### config.mk
export PLATFORM = sky130hd
export DESIGN_NAME = rom_byte_assembler
export DESIGN_NICKNAME = d
export VERILOG_FILES = /design/src/rtl/rom_byte_assembler.sv
export SDC_FILE = /design/constraint.sdc
export NUM_CORES = 1
export LEC_CHECK = 0
export ABC_AREA = 1
export ABC_CLOCK_PERIOD_IN_PS = 2700
export CORE_ASPECT_RATIO = 1.2
export CORE_UTILIZATION = 40
export DETAILED_ROUTE_END_ITERATION = 8
export PLACE_DENSITY = 0.67
export SYNTH_ARGS = -nofsm -noshare
export SYNTH_HDL_FRONTEND = slang
export SYNTH_SLANG_ARGS = --single-unit
### constraint.sdc
create_clock -name clk -period 2.7 [get_ports clk]
set_input_delay 0.405 -clock clk [delete_from_list [all_inputs] [get_ports clk]]
set_output_delay 0.405 -clock clk [all_outputs]
set_load 0.01 [all_outputs]
### src/rtl/rom_byte_assembler.sv
// Parses a length-prefixed byte frame into big-endian 16-bit words and hands each word to
// the ROM stream loader with a load / load_recevied / ack handshake.
module rom_byte_assembler #(
  parameter int unsigned DATA_WIDTH  = 16,
  parameter int unsigned COUNT_WIDTH = 16
) (
  input  logic                   clk,
  input  logic                   reset,
  input  logic                   in_valid_i,
  input  logic [7:0]             in_data_i,
  output logic                   in_ready_o,
  output logic                   load_o,
  output logic [DATA_WIDTH-1:0]  output_data_o,
  input  logic                   load_recevied_i,
  input  logic                   ack_i,
  output logic [COUNT_WIDTH-1:0] words_written_o,
  output logic [COUNT_WIDTH-1:0] frame_len_o,
  output logic                   busy_o,
  output logic                   done_o
);

  typedef enum logic [2:0] {
    StHdrHi,
    StHdrLo,
    StWordHi,
    StWordLo,
    StLoad,
    StWaitAck,
    StDone
  } state_e;

  state_e                 state_q, state_d;
  logic                   load_q, load_d;
  logic [DATA_WIDTH-1:0]  data_q, data_d;
  logic [COUNT_WIDTH-1:0] frame_len_q, frame_len_d;
  logic [COUNT_WIDTH-1:0] words_q, words_d;
  logic                   accept;

  always_comb begin
    in_ready_o = 1'b0;
    busy_o     = 1'b1;
    done_o     = 1'b0;
    case (state_q)
      StHdrHi:  begin
        in_ready_o = 1'b1;
        busy_o     = 1'b0;
      end
      StHdrLo,
      StWordHi,
      StWordLo: in_ready_o = 1'b1;
      StDone:   begin
        in_ready_o = 1'b1;
        busy_o     = 1'b0;
        done_o     = 1'b1;
      end
      default:  in_ready_o = 1'b0;
    endcase
  end

  assign accept = in_valid_i && in_ready_o;

  always_comb begin
    state_d     = state_q;
    load_d      = load_q;
    data_d      = data_q;
    frame_len_d = frame_len_q;
    words_d     = words_q;
    case (state_q)
      StHdrHi: begin
        if (accept) begin
          frame_len_d[15:8] = in_data_i;
          words_d           = '0;
          state_d           = StHdrLo;
        end
      end
      StHdrLo: begin
        if (accept) begin
          frame_len_d[7:0] = in_data_i;
          state_d          = (frame_len_d == '0) ? StDone : StWordHi;
        end
      end
      StWordHi: begin
        if (accept) begin
          data_d[15:8] = in_data_i;
          state_d      = StWordLo;
        end
      end
      StWordLo: begin
        if (accept) begin
          data_d[7:0] = in_data_i;
          load_d      = 1'b1;
          state_d     = StLoad;
        end
      end
      StLoad: begin
        if (load_recevied_i) begin
          load_d  = 1'b0;
          state_d = StWaitAck;
        end
      end
      StWaitAck: begin
        if (ack_i) begin
          words_d = words_q + COUNT_WIDTH'(1);
          state_d = (words_d == frame_len_q) ? StDone : StWordHi;
        end
      end
      StDone: begin
        // First header byte of a back-to-back frame.
        if (accept) begin
          frame_len_d[15:8] = in_data_i;
          words_d           = '0;
          state_d           = StHdrLo;
        end
      end
      default: state_d = StHdrHi;
    endcase
  end

  always_ff @(posedge clk) begin
    if (reset) begin
      state_q     <= StHdrHi;
      load_q      <= 1'b0;
      data_q      <= '0;
      frame_len_q <= '0;
      words_q     <= '0;
    end else begin
      state_q     <= state_d;
      load_q      <= load_d;
      data_q      <= data_d;
      frame_len_q <= frame_len_d;
      words_q     <= words_d;
    end
  end

  assign load_o          = load_q;
  assign output_data_o   = data_q;
  assign frame_len_o     = frame_len_q;
  assign words_written_o = words_q;

endmodule

Word level (Yosys, flattened, before mapping)
Cells that the tools add are included.
- register bits: 52
- bits of input ports: 13
- output and inout bits: 52
- logic and storage cells: 53
- add/subtract/negate cells: 1
- equal/unequal tests: 13
- mux-type cells: 18
- reductions and logical operators: 14
- operators with widths (kind ; count):
    16-bit 2-to-1 mux ; 2
    16-bit one-hot mux with 2 select lines ; 1
    3-bit 2-to-1 mux ; 8
    3-bit one-hot mux with 6 select lines ; 1
    16-bit by 1-bit adder with 16-bit output, second input constant ; 1
    16-bit == test ; 1
    16-bit zero test ; 1
    2-bit inequality test, second input constant ; 5
    3-bit == test, second input constant ; 3
    2-bit AND reduction ; 4
    3-bit by 2-bit == test with 1-bit output, second input constant ; 2
    3-bit AND reduction ; 2
    6-bit AND reduction ; 1
    1-bit 2-to-1 mux ; 5
    5-bit OR reduction ; 1
    2-bit nonzero test ; 2
    3-bit by 1-bit == test with 1-bit output, second input constant ; 1
    3-bit zero test ; 1
    2-bit by 1-bit inequality test with 1-bit output, second input constant ; 1
    1-bit one-hot mux with 2 select lines ; 1
    2-bit OR reduction ; 1
    1-bit logical AND ; 1

Depth between registers and ports, before layout
- depth after elaboration: 6
- mapped depth: 14
- gate-level depth less buffers: 14

Worst setup path before layout
No wires, ideal clock.
- path kind: register to register
- start point: reg words_q[0], in the netlist words_written_o[0]
- end point: reg state_q[2]
- library setup time: 0.070 ns
- arrival time: 1.633 ns
- data required time: 2.630 ns
- setup slack: 0.997 ns
- cell stages (with the launch flop): 14
- buffers on the path: 0
- clock period less this slack: 1.703 ns
- cells stage by stage: dfxtp_1 > ha_1 > nand2_1 > nor2_2 > nand3_1 > nand3_1 > nand2_1 > nor2_1 > nand3_1 > nor2_1 > nand3_1 > nand2_1 > nand2_1 > a21oi_1
- longest elaborated chain between the ends: 5
- RTL lines (item ; RTL line ; source):
    start: declaration ; 36 ; logic [COUNT_WIDTH-1:0] words_q, words_d;
    start signal: assignment ; 131 ; words_q <= words_d;
    16-bit by 1-bit adder with 16-bit output ; 103 ; words_d = words_q + COUNT_WIDTH'(1);
    16-bit == test ; 104 ; state_d = (words_d == frame_len_q) ? StDone : StWordHi;
    3-bit 2-to-1 mux ; 104 ;
    3-bit 2-to-1 mux ; 102 ; if (ack_i) begin
    3-bit one-hot mux with 6 select lines ; 68 ; case (state_q)
    end signal: assignment ; 121 ; state_q <= StHdrHi;
    end signal: assignment ; 127 ; state_q <= state_d;
    end: declaration ; 32 ; state_e state_q, state_d;
No other way between the ends. The select of a mux whose other input is x is not followed.
A chain may end at the register's enable or synchronous reset.

Worst setup path in the final report
- start point: reg state_q[2]
- end point: out busy_o
- longest elaborated chain between the ends: 3
- elaborated cells on any way between the ends: 4
- RTL lines (item ; RTL line ; source):
    3-bit == test / 3-bit zero test (equally long branches) ; 43 ; case (state_q)
    2-bit OR reduction (no source line) * ; - ;
    1-bit 2-to-1 mux * ; 43 ;
    end: declaration ; 18 ; output logic busy_o,
Every way passes the cells marked *; elsewhere a longest branch is shown, timed or not.

==> results.md <==
- Hold/Removal Path Class: register to register
- Antenna-violating nets left: 0
- Setup bufs post-CTS: 0
- Synth Register Bits: 52
- Combinational fraction of design power: 18.5%
- Fin. max-slew vios: 0
- Worst slew pin tran: 624 ps
- Primary FF master, synth: dfxtp_1
- Final Cycle Share: 82.1%
- Min Tclk post-route: 2220 ps
- Layout cells sized above 1: 6.00%
- Mapped Cells: 403
- Slew HR: 58.4%
- Mean post-synth cell area: 6.64 um2
- CP Capture Type: output pin
- GPL Wtd Cong: 0.884
- Worst vdd ir: 0.294 mV
- Syn nets: 417
- Commonest non-fill, non-tap cell in the layout: nand2_1
- CP top delay family: buffers and inverters
- F_max: 451 MHz
- Synth unique cells: 31
- First-pass GRT wire length: 12,300 um
- Buf+Inv Stages, Crit Path: 3
- Total CTS buffers: 5
- GRT Util Overall: 21.7%
- PortBufs: 64
- RSZ-0062 raised after global routing: false
- Crit path cell chain: inv_2 > nor2_1 > a21oi_2 > inv_2 > clkdlybuf4s50_1
- Worst-path fanout max: 6
- Power density of the placed cells: 460 nW/um2
- Worst Path Required: 2300 ps
- # DRC: 0
- Root buf cell: clkbuf_8
- Die width: 76.7 um
- Worst Setup Start Kind: register
- Clock Latency Late Sink: 300 ps
- Final number of setup-violating endpoints: 0
- Sw power: 461 uW
- Clk_skew: 8.01 ps
- Final wirelength: 7330 um
- Hold buffers post-CTS: 0
- Post-synthesis sequential area ratio: 38.9%
- Most used cell along the critical path: inv_2
- Die Height: 91.6 um
- P&R area growth vs syn: 30.3%
- GRT overflow: 0
- Post-DP HPWL: 5460 um
- N_diodes: 0
- Initial antenna violation count: 0
- Post-synth ARST share: 0%
- Largest net degree at the start of global routing: 28
- CP max stage cell: clkdlybuf4s50_1
- Util after Layout: 54.1%
- Initial Utilization: 41.5%
- Row count: 32
- Final net count: 480
- Core Footprint: 6450 um2
- Via count of the first global-routing pass: 2,635
- Clk pin slew, worst setup/hold paths: 100 ps
- Most frequent cells in the layout: nand2_1 (98), clkdlybuf4s50_1 (64), dfxtp_1 (52)
- Clock Power Share: 29.3%
- Outcome: complete, no violations
- CTS tree: done
- Via count: 2,787
- H-Tree Depth: 2
- Critical path class: register to output pin
- Worst EP arrival: 1810 ps
- Lkg Pwr: 0.00131 uW
- Mapped Area: 2680 um2
- YS warnings: 0
- Io pins: 65
- Clock tree buffer depth: 2
- Fin Setup TNS: 0 ps
- Hold Vio Cnt, Final: 0
- Final Instance Area: 3490 um2
- Pint: 1140 uW
- CP max stage delay: 550 ps
- Max-cap violations: 0
- DRT Pass-1 Iters: 4
- Seq pwr share: 52.1%
- Drt via density: 5.05
- Placed cell areas: 3390 um2
- Drt wl/cell: 13.3 um
- Number of synthesized flops with an enable pin: 0
- Clock Sinks: 52
- Sw Share: 28.7%
- Initial DRC Count: 141
- DIE AREA: 7020 um2
- Post-cts sizing count: 0
final timing paths:
path / startpoint / end / slack [ps] / cells after the start
worst max-delay path: state_q[2]$_SDFFE_PP0P_ / busy_o / 480 / 5
worst min-delay path: output_data_o[7]$_SDFFE_PP0P_ / output_data_o[7]$_SDFFE_PP0P_ / 470 / 2
worst max register to register: words_written_o[1]$_SDFFE_PP0P_ / state_q[2]$_SDFFE_PP0P_ / 700 / 13
worst min register to register: output_data_o[7]$_SDFFE_PP0P_ / output_data_o[7]$_SDFFE_PP0P_ / 470 / 2
tightest hold or removal path: cells and delay by family (launching register included):
| kind | cells | cell delay [ps] |
|---|---|---|
| and+or+nand+nor | 1 | 60 |
| DFF | 1 | 320 |
| AOI/OAI and AO/OA | 1 | 50 |
synth_stat cells (all sizes together) (2+ instances only):
cell    instances  share of area (%)
xnor2           3               0.98
nor3            2               0.56
inv            50                7.0
buf             2               0.70
o21bai          2               0.70
dfxtp          52                 39
nand3          45                8.6
xor2            2               0.65
nand4           8                1.9
nand2          99                 14
a21oi          44                8.5
nor2           46                7.4
clkbuf          9                1.3
nor4            3               0.70
o21ai          29                5.4
through the flow:
step	hold WS (ps)	total power [uW]	setup slack, ps	instances
2_1_floorplan	477	1010	997	403
3_3_place_gp	453	1150	673	544
5_1_grt	492	1680	367	552
4_1_cts	473	1620	495	552
3_5_place_dp	456	1150	661	544
6_report	468	1600	482	552
registers in the layout, indices dropped and copies added (netlist names):
register         flops
frame_len_o         16
output_data_o       16
words_written_o     16
state_q              3
load_o               1
per-layer routing:
layer	vias up	routed length [um]	global-route usage (%)	part of all wire, %
li1	1439	-	-	-
met3	10	352	3.42	4.8
met2	92	3600	38.0	49
met5	-	0	0	0
met1	1246	3250	26.3	44
met4	0	130	8.65	1.8
cell families after synthesis:
logic type	Yosys count	synth area share, %
XOR/XNOR	6	2.52
flip-flops	52	38.9
buffers and inverters	61	8.98
AND/OR/NAND/NOR	205	33.6
adder cells (fa/ha/maj)	1	0.467
AO/OA/AOI/OAI	78	15.5
power groups by stage:
stage / logic [uW] / registers, uW / clock network (uW)
after floorplan: 150 / 863 / 0
after global placement: 294 / 854 / 0
after detailed placement: 297 / 854 / 0
after CTS: 298 / 837 / 484
after global routing: 329 / 842 / 510
final: 297 / 836 / 471
area by class of cell:
cell class	instances	area, um2
fillers	652	2960
multi-input cells	290	1400
flip-flops and latches	52	1040
repair buffers	67	663
inverters	50	188
well taps	85	106
clock buffers	7	86.3
clock inverters	1	7.51
(Power assumes the default switching activity.)
